### src/rtl/s_div_pkg.sv
// s_div shared types: FSM state encoding
// and iteration-counter width helper.
package s_div_pkg;

  typedef enum logic [1:0] {
    IDLE = 2'd0,
    CALC = 2'd1,
    DONE = 2'd2
  } state_t;

  function automatic int cnt_w(input int width);
    return $clog2(width + 1);
  endfunction

endpackage

### src/rtl/s_div_step.sv
// One restoring divide step (combinational).
// acc/num/den in; acc_next/num_next (quot bit in LSB) out.
module s_div_step
  import s_div_pkg::*;
#(
  parameter int WIDTH = 32
) (
  input  logic [WIDTH-1:0] acc,
  input  logic [WIDTH-1:0] num,
  input  logic [WIDTH-1:0] den,
  output logic [WIDTH-1:0] acc_next,
  output logic [WIDTH-1:0] num_next
);

  logic [WIDTH:0] shifted;
  logic [WIDTH:0] diff;
  logic           fits;

  always_comb begin
    shifted  = {acc, num[WIDTH-1]};
    diff     = shifted - {1'b0, den};
    fits     = ~diff[WIDTH];
    acc_next = fits ? diff[WIDTH-1:0]
                    : shifted[WIDTH-1:0];
    num_next = {num[WIDTH-2:0], fits};
  end

endmodule

### src/rtl/s_div.sv
// Signed restoring divider, fixed WIDTH+1 latency.
// _go/left/right in; quot/rem/done/busy out.
module s_div
  import s_div_pkg::*;
#(
  parameter int WIDTH = 32
) (
  input  logic             clk,
  input  logic             reset_n,
  input  logic             _go,
  input  logic [WIDTH-1:0] left,
  input  logic [WIDTH-1:0] right,
  output logic [WIDTH-1:0] quot,
  output logic [WIDTH-1:0] rem,
  output logic             done,
  output logic             busy
);

  localparam int CW = cnt_w(WIDTH);

  state_t           state, state_n;
  logic [CW-1:0]    cnt;
  logic [WIDTH-1:0] acc, num, den;
  logic [WIDTH-1:0] acc_next, num_next;
  logic             neg_q, neg_r, dz;
  logic             load, last;
  logic [WIDTH-1:0] abs_l, abs_r;
  logic [WIDTH-1:0] quot_n, rem_n;

  s_div_step #(.WIDTH(WIDTH)) u_step (
    .acc      (acc),
    .num      (num),
    .den      (den),
    .acc_next (acc_next),
    .num_next (num_next)
  );

  // -2^(W-1) negates to itself, which read
  // unsigned is exactly its magnitude.
  always_comb begin
    abs_l = left[WIDTH-1] ? -left : left;
    abs_r = right[WIDTH-1] ? -right : right;
  end

  always_comb begin
    load = _go && (state != CALC);
    last = (cnt == CW'(WIDTH - 1));
  end

  // Zero divisor yields |left| as remainder,
  // so only the quotient needs forcing.
  always_comb begin
    quot_n = neg_q ? -num_next : num_next;
    if (dz) quot_n = '1;
    rem_n = neg_r ? -acc_next : acc_next;
  end

  always_comb begin
    state_n = state;
    done    = 1'b0;
    busy    = 1'b0;
    unique case (state)
      IDLE: if (_go) state_n = CALC;
      CALC: begin
        busy = 1'b1;
        if (last) state_n = DONE;
      end
      DONE: begin
        done    = 1'b1;
        state_n = _go ? CALC : IDLE;
      end
      default: state_n = IDLE;
    endcase
  end

  always_ff @(posedge clk or negedge reset_n) begin
    if (!reset_n) begin
      state <= IDLE;
      cnt   <= '0;
      acc   <= '0;
      num   <= '0;
      den   <= '0;
      neg_q <= 1'b0;
      neg_r <= 1'b0;
      dz    <= 1'b0;
      quot  <= '0;
      rem   <= '0;
    end else begin
      state <= state_n;
      if (load) begin
        cnt   <= '0;
        acc   <= '0;
        num   <= abs_l;
        den   <= abs_r;
        neg_q <= left[WIDTH-1] ^ right[WIDTH-1];
        neg_r <= left[WIDTH-1];
        dz    <= (right == '0);
      end else if (state == CALC) begin
        cnt <= cnt + CW'(1);
        acc <= acc_next;
        num <= num_next;
        if (last) begin
          quot <= quot_n;
          rem  <= rem_n;
        end
      end
    end
  end

endmodule
### config.mk
export PLATFORM = sky130hd
export DESIGN_NAME = s_div
export DESIGN_NICKNAME = d
export VERILOG_FILES = /design/src/rtl/s_div_pkg.sv /design/src/rtl/s_div_step.sv /design/src/rtl/s_div.sv
export SDC_FILE = /design/constraint.sdc
export NUM_CORES = 1
export LEC_CHECK = 0
export BUFFER_PORTS_ARGS = -buffer_cell sky130_fd_sc_hd__buf_4
export CORE_MARGIN = 2
export CORE_UTILIZATION = 62
export CTS_BUF_LIST = sky130_fd_sc_hd__clkbuf_8
export DETAILED_ROUTE_END_ITERATION = 8
export GPL_TIMING_DRIVEN = 1
export PLACE_DENSITY = 0.84
export SYNTH_ARGS = -nofsm -noshare
export SYNTH_HDL_FRONTEND = slang
export SYNTH_SLANG_ARGS = --single-unit
### constraint.sdc
create_clock -name clk -period 6.6 [get_ports clk]
set_input_delay 0.99 -clock clk [delete_from_list [all_inputs] [get_ports clk]]
set_output_delay 0.99 -clock clk [all_outputs]
set_load 0.005 [all_outputs]
==> results.cfg, run 1 <==
[run_status]
run_status = finished clean

[timing]
rsz_0062_raised_after_global_routing = no
finalCritPeriodShare = 0.820
report.final.slew_viol_count = 0
fmaxAchievable_mhz = 185
timing.max_slew.rel_slack = 0.414
timing_worst_slew_pin_value_ps = 875
hold_viol = 0
finalSetupViolations = 0
clock_skew_ps = 16.3
period_minus_slack_ps = 5410
totalNegativeSetupSlack_ps = 0

[floorplan]
core.rowCount = 51
start_util = 0.630
floorplan.die_area_mm2 = 0.0209
dieHeight_um = 144
ios = 133
coreArea_mm2 = 0.0194
die_wd_um = 144

[critical_path]
worstReg2RegStart = num[31]
worstPathMaxFanout = 30
worst_setup_path_startpoint = num[31]
timing.rr.end = quot[26]
timing.critical_path.required_ps = 6960
setup.worst_path.end_class = register
endpoint = quot[26]
reg2reg_depth = 21
critical_path_class = register to register
r2r_slack_ps = 1190
timing.critical_path.arrival_ps = 5770
crit_path_start_kind = register

[cts]
cts_buffer_depth = 2
worst_setup_hold_path_clk_slew_ps = 100
cts_setup_buffers = 0
ctsHoldBuffers = 0
clock_sinks = 171
htree_num_levels = 4
clkLatencyLatePin_ps = 480
root_buffer_cell = clkbuf_8
cts_buffers = 17
cts_tree = done
ctsResizeCount = 0

[global_routing]
remaining_overflow_grt = 0
grt_util_all_layers = 0.327
grt_pass1_wl_um = 53800
grt_max_degree = 73
grt_antenna_before_repair = 0
number_of_global_route_vias_before_repair = 10400

[flow_run]
max_cap_violations = 0

[routing]
drt-vias-per-instance = 6.22
drt-wirelength-per-cell_um = 18.3
number_of_remaining_drc_errors = 0
drt_iter0_drc = 1306
final_antenna_net_count = 0
dr_total_vias = 11400
drt-pass1-iter-count = 5
detail_route.wirelength_um = 33500

[final_layout]
area_growth_syn_to_layout_pct = 11.9
antenna-diode-count = 0
drive_above_1_share = 0.140
final_nets = 1659

[yosys]
synth.area.top_cells = dfrtp_1 (35%), o21ai_0 (8.8%), xor2_1 (6.2%)
synth.cell_area_mm2 = 0.0122
instance_count_of_the_mapped_netlist = 1468
synth-seq-cells = 171
number_of_warning_messages_in_the_yosys_log = 0
yosysSeqAreaShare = 0.350
netlist-cell-type-count = 90
syn_area_per_cell_um2 = 8.33
syn-num-nets = 1573
yosys.area.top_type_share = 0.350
synth_edf_count = 0
synth.largest_area_cell = dfrtp_1
top_reg_cell_synth = dfrtp_1
async_flop_share = 1.00

[placement]
gpl.final_weighted_congestion = 0.984
port-buffer-count = 132
detailed_place_hpwl_um = 24800

[worst_hold_path]
hold_class = primary input to async pin
-- cells by family after synthesis --
family                   count (synthesis)  share of synthesized area
AO/OA/AOI/OAI                          460                      0.238
AND/OR/NAND/NOR                        491                      0.200
buffers and inverters                  134                     0.0443
XOR/XNOR                               138                     0.0989
flip-flops                             171                      0.350
multiplexers                            36                     0.0299
adder cells (fa/ha/maj)                 38                     0.0395
-- cell usage in the layout, fill, tap and decap left out, types with 31 or more instances in the layout --
cell type,instances
nand3b_1,31
mux2i_1,32
nor2_1,79
o31ai_1,36
xnor2_1,52
buf_4,143
nand2_1,200
ha_1,37
o21ai_0,215
xor2_1,86
dfrtp_1,171
a21oi_1,70
inv_1,54
-- critical path, stage by stage, from the launching register on --
cell and delay, ps:
dfrtp_1 370, inv_1 70, ha_1 220, fa_1 400, nor2b_1 180, o31a_2 220
o211ai_2 150, a2111o_1 490, a21oi_4 320, nor2_4 80, inv_4 270, ha_1 230
nand2b_1 110, or3_1 390, or2_1 260, or4_1 490, or2_1 270, inv_1 60
nand2_1 90, o41ai_1 350, xor2_1 180, a21oi_1 80
-- state kept, by name, indices dropped and copies added (netlist names) --
| signal | flops |
|---|---|
| acc | 32 |
| den | 32 |
| num | 32 |
| quot | 32 |
| rem | 32 |
| cnt | 6 |
| state | 2 |
| dz | 1 |
| neg_q | 1 |
| neg_r | 1 |
-- metal layers --
| metal | wire, um | GRT usage | part of all wire |
|---|---|---|---|
| met5 | 0 | 0 | 0 |
| met4 | 498 | 0.0828 | 0.015 |
| met3 | 2810 | 0.0666 | 0.084 |
| met2 | 15100 | 0.503 | 0.45 |
| met1 | 15100 | 0.475 | 0.45 |
-- Yosys cell counts, types with 32 or more instances --
cell type / number
o21ai_0: 215
nand2_1: 200
dfrtp_1: 171
xor2_1: 86
nor2_1: 79
a21oi_1: 70
clkbuf_1: 53
inv_1: 53
xnor2_1: 52
ha_1: 37
o31ai_1: 36
mux2i_1: 32
-- worst min-delay path by stage --
stage | startpoint | end | slack, ps | cells after the start
floorplan | den[10] | den[10] | 450 | 2
global route | reset_n | quot[13] | 480 | 1
CTS | reset_n | quot[12] | 470 | 1
global placement | rem[9] | rem[9] | 450 | 2
finish | reset_n | quot[12] | 450 | 1
detailed placement | rem[9] | rem[9] | 460 | 2
-- area by class of cell --
| type | count | area (um^2) |
|---|---|---|
| clock inverter | 14 | 109 |
| multi-input combinational | 1163 | 7410 |
| sequential | 171 | 4280 |
| timing repair buffer | 144 | 1080 |
| fill | 1646 | 5720 |
| tap | 265 | 332 |
| clock buffer | 18 | 248 |
| inverter | 57 | 216 |
-- per-stage QoR --
| step | utilization | setup slack (ps) | hold WS [ps] | cell area [um^2] | std cells |
|---|---|---|---|---|---|
| 6_report | 0.705 | 1190 | 448 | 13700 | 1832 |
| 3_3_place_gp | 0.687 | 1430 | 455 | 13300 | 1800 |
| 4_1_cts | 0.705 | 1240 | 468 | 13700 | 1832 |
| 2_1_floorplan | - | 1300 | 450 | 12200 | 1468 |
| 5_1_grt | 0.705 | 839 | 482 | 13700 | 1832 |
| 3_5_place_dp | 0.687 | 1270 | 464 | 13300 | 1800 |
Power of run 1 is not shown: default switching activity piles up to over one toggle a cycle in this logic, so the estimate is an artifact.
==> run 2, diff against run 1 <==
--- a/config.mk
+++ b/config.mk
@@ -7,11 +7,11 @@
 export LEC_CHECK = 0
 export BUFFER_PORTS_ARGS = -buffer_cell sky130_fd_sc_hd__buf_4
 export CORE_MARGIN = 2
-export CORE_UTILIZATION = 62
+export CORE_UTILIZATION = 56
 export CTS_BUF_LIST = sky130_fd_sc_hd__clkbuf_8
 export DETAILED_ROUTE_END_ITERATION = 8
 export GPL_TIMING_DRIVEN = 1
-export PLACE_DENSITY = 0.84
+export PLACE_DENSITY = 0.8
 export SYNTH_ARGS = -nofsm -noshare
 export SYNTH_HDL_FRONTEND = slang
 export SYNTH_SLANG_ARGS = --single-unit
==> constraint.sdc (replaced) <==
create_clock -name clk -period 4.3 [get_ports clk]
set_input_delay 0.645 -clock clk [delete_from_list [all_inputs] [get_ports clk]]
set_output_delay 0.645 -clock clk [all_outputs]
set_load 0.005 [all_outputs]
==> results.cfg, run 2 (synthesized netlist as in run 1, its figures left out) <==
[run_status]
run_status = finished with violations
failed_checks = negative setup slack

[global_routing]
grt.met3_usage = 0.0437
number_of_global_route_vias_before_repair = 10600
grt-busiest-layer = met1
remaining_overflow_grt = 0
grt_antenna_before_repair = 1
gr_layer_usage_met2 = 0.455
grt_util_all_layers = 0.316
grt_pass1_wl_um = 56600
grt_max_degree = 93
globalRouteMet1Util = 0.497

[cts]
htree_num_levels = 4
worst_setup_hold_path_clk_slew_ps = 100
cts_buffers = 17
cts_tree = done
clkLatencyLatePin_ps = 490
cts_buffer_depth = 2
clock_sinks = 171
root_buffer_cell = clkbuf_8

[critical_path]
r2r_slack_ps = -50
endpoint = quot[26]
timing.critical_path.required_ps = 4660
critical_path_class = register to register
worst_setup_path_startpoint = den[0]
reg2reg_depth = 20
crit_chain = ha_4 -> fa_2 -> nor2b_2 -> o31a_2 -> o211ai_4 -> a2111o_1 -> a21oi_4 -> nor2_4 -> inv_4 -> ha_4 -> nand2b_4 -> or3_1 -> or2_1 -> or4_4 -> or2_1 -> inv_1 -> nand2_2 -> o41ai_2 -> xor2_1 -> a21oi_1
crit_path_start_kind = register
timing.rr.end = quot[26]
timing.critical_path.slowest_stage_cell = a2111o_1
setup.worst_path.end_class = register
timing.critical_path.arrival_ps = 4710
worstPathMaxFanout = 3
worstReg2RegStart = den[0]
critical_path.max_stage_delay_ps = 440

[floorplan]
ios = 133
coreArea_mm2 = 0.0216
core.rowCount = 54
start_util = 0.566
floorplan.die_area_mm2 = 0.0230
dieHeight_um = 152
die_wd_um = 152

[final_layout]
multiInputGateArea_mm2 = 0.00767
sequential_cell_area_in_the_final_layout_mm2 = 0.00428
design_area_mm2 = 0.0147
drive_above_1_share = 0.205
area_growth_syn_to_layout_pct = 20.1
antenna-diode-count = 0
final_common_cell = buf_4
layout_common_cells = buf_4 (231), o21ai_0 (212), nand2_1 (198)
final_nets = 1749
layout_utilization = 0.679
fillCellCount = 1760

[routing]
drt_iter0_drc = 1026
final_antenna_net_count = 0
drt-wirelength-per-cell_um = 18.7
drt-vias-per-instance = 6.09
number_of_remaining_drc_errors = 0
dr_total_vias = 11800
drt-pass1-iter-count = 6
detail_route.wirelength_um = 36300

[timing]
hold_viol = 0
clock_skew_ps = 22.9
fmaxAchievable_mhz = 230
timing.max_slew.rel_slack = 0.299
finalCritPeriodShare = 1.01
finalSetupViolations = 4
timing_worst_slew_pin_value_ps = 1050
postLayoutSetupSlackWorst_ps = -46.9
timing.hold.ws_ps = 177
rsz_0062_raised_after_global_routing = yes
period_minus_slack_ps = 4350
report.final.slew_viol_count = 0

[placement]
placement.setup.worst_slack_ps = -115
place_area_mm2 = 0.0140
gpl.final_weighted_congestion = 0.914
detailed_place_hpwl_um = 27100
port-buffer-count = 132

[worst_hold_path]
hold_class = primary input to async pin

[flow_run]
max_cap_violations = 0
[run 2: cell count changes in the layout (fill, tap and decap cells not counted), sizes merged]
cell and delta:
buf +90, bufinv +1, clkbuf -1, clkinvlp -1
inv +1
[run 2: stage by stage]
step | setup TNS, ps | cells
3_5_place_dp | -307 | 1900
5_1_grt | -885 | 1937
3_3_place_gp | -34.0 | 1900
6_report | -130 | 1937
4_1_cts | -322 | 1936
2_1_floorplan | -3120 | 1468
[run 2: cell type report]
cell class,count,share of cell area
Clock inverter,15,0.0101
Sequential cell,171,0.291
Timing Repair Buffer,234,0.121
Clock buffer,17,0.0159
Tap cell,280,0.0239
Multi-Input combinational cell,1163,0.523
Inverter,57,0.0147
[run 2: metal layers]
metal | part of all wire | vias to the layer above
met5 | 0.00036 | -
met3 | 0.079 | 46
met4 | 0.015 | 2
met2 | 0.42 | 506
met1 | 0.48 | 5637
li1 | - | 5604
[run 2: timing repair]
action,in CTS,in global routing
hold buffers,0,0
setup endpoints to repair,13,22
gates cloned,0,0
pin swaps,10,12
setup buffers,4,1
gates resized for setup,12,24
[run 2: critical path: cells and delay by family (launching register included)]
| family | cells | cell delay (ps) |
|---|---|---|
| xor gates and xnor gates | 1 | 170 |
| and+or+nand+nor | 8 | 1570 |
| buffers and inverters | 2 | 150 |
| adders and majority gates | 3 | 670 |
| DFF | 1 | 420 |
| AOI/OAI and AO/OA | 6 | 1240 |
[run 2: how the worst min path moves through the flow]
stage,endpoint,from,cells past startpoint
5_1_grt,den[16],reset_n,1
4_1_cts,den[16],reset_n,1
3_3_place_gp,rem[8],rem[8],2
3_5_place_dp,quot[2],quot[2],2
6_report,den[16],reset_n,1
2_1_floorplan,acc[0],reset_n,0
Power of run 2 is left out for the same reason.
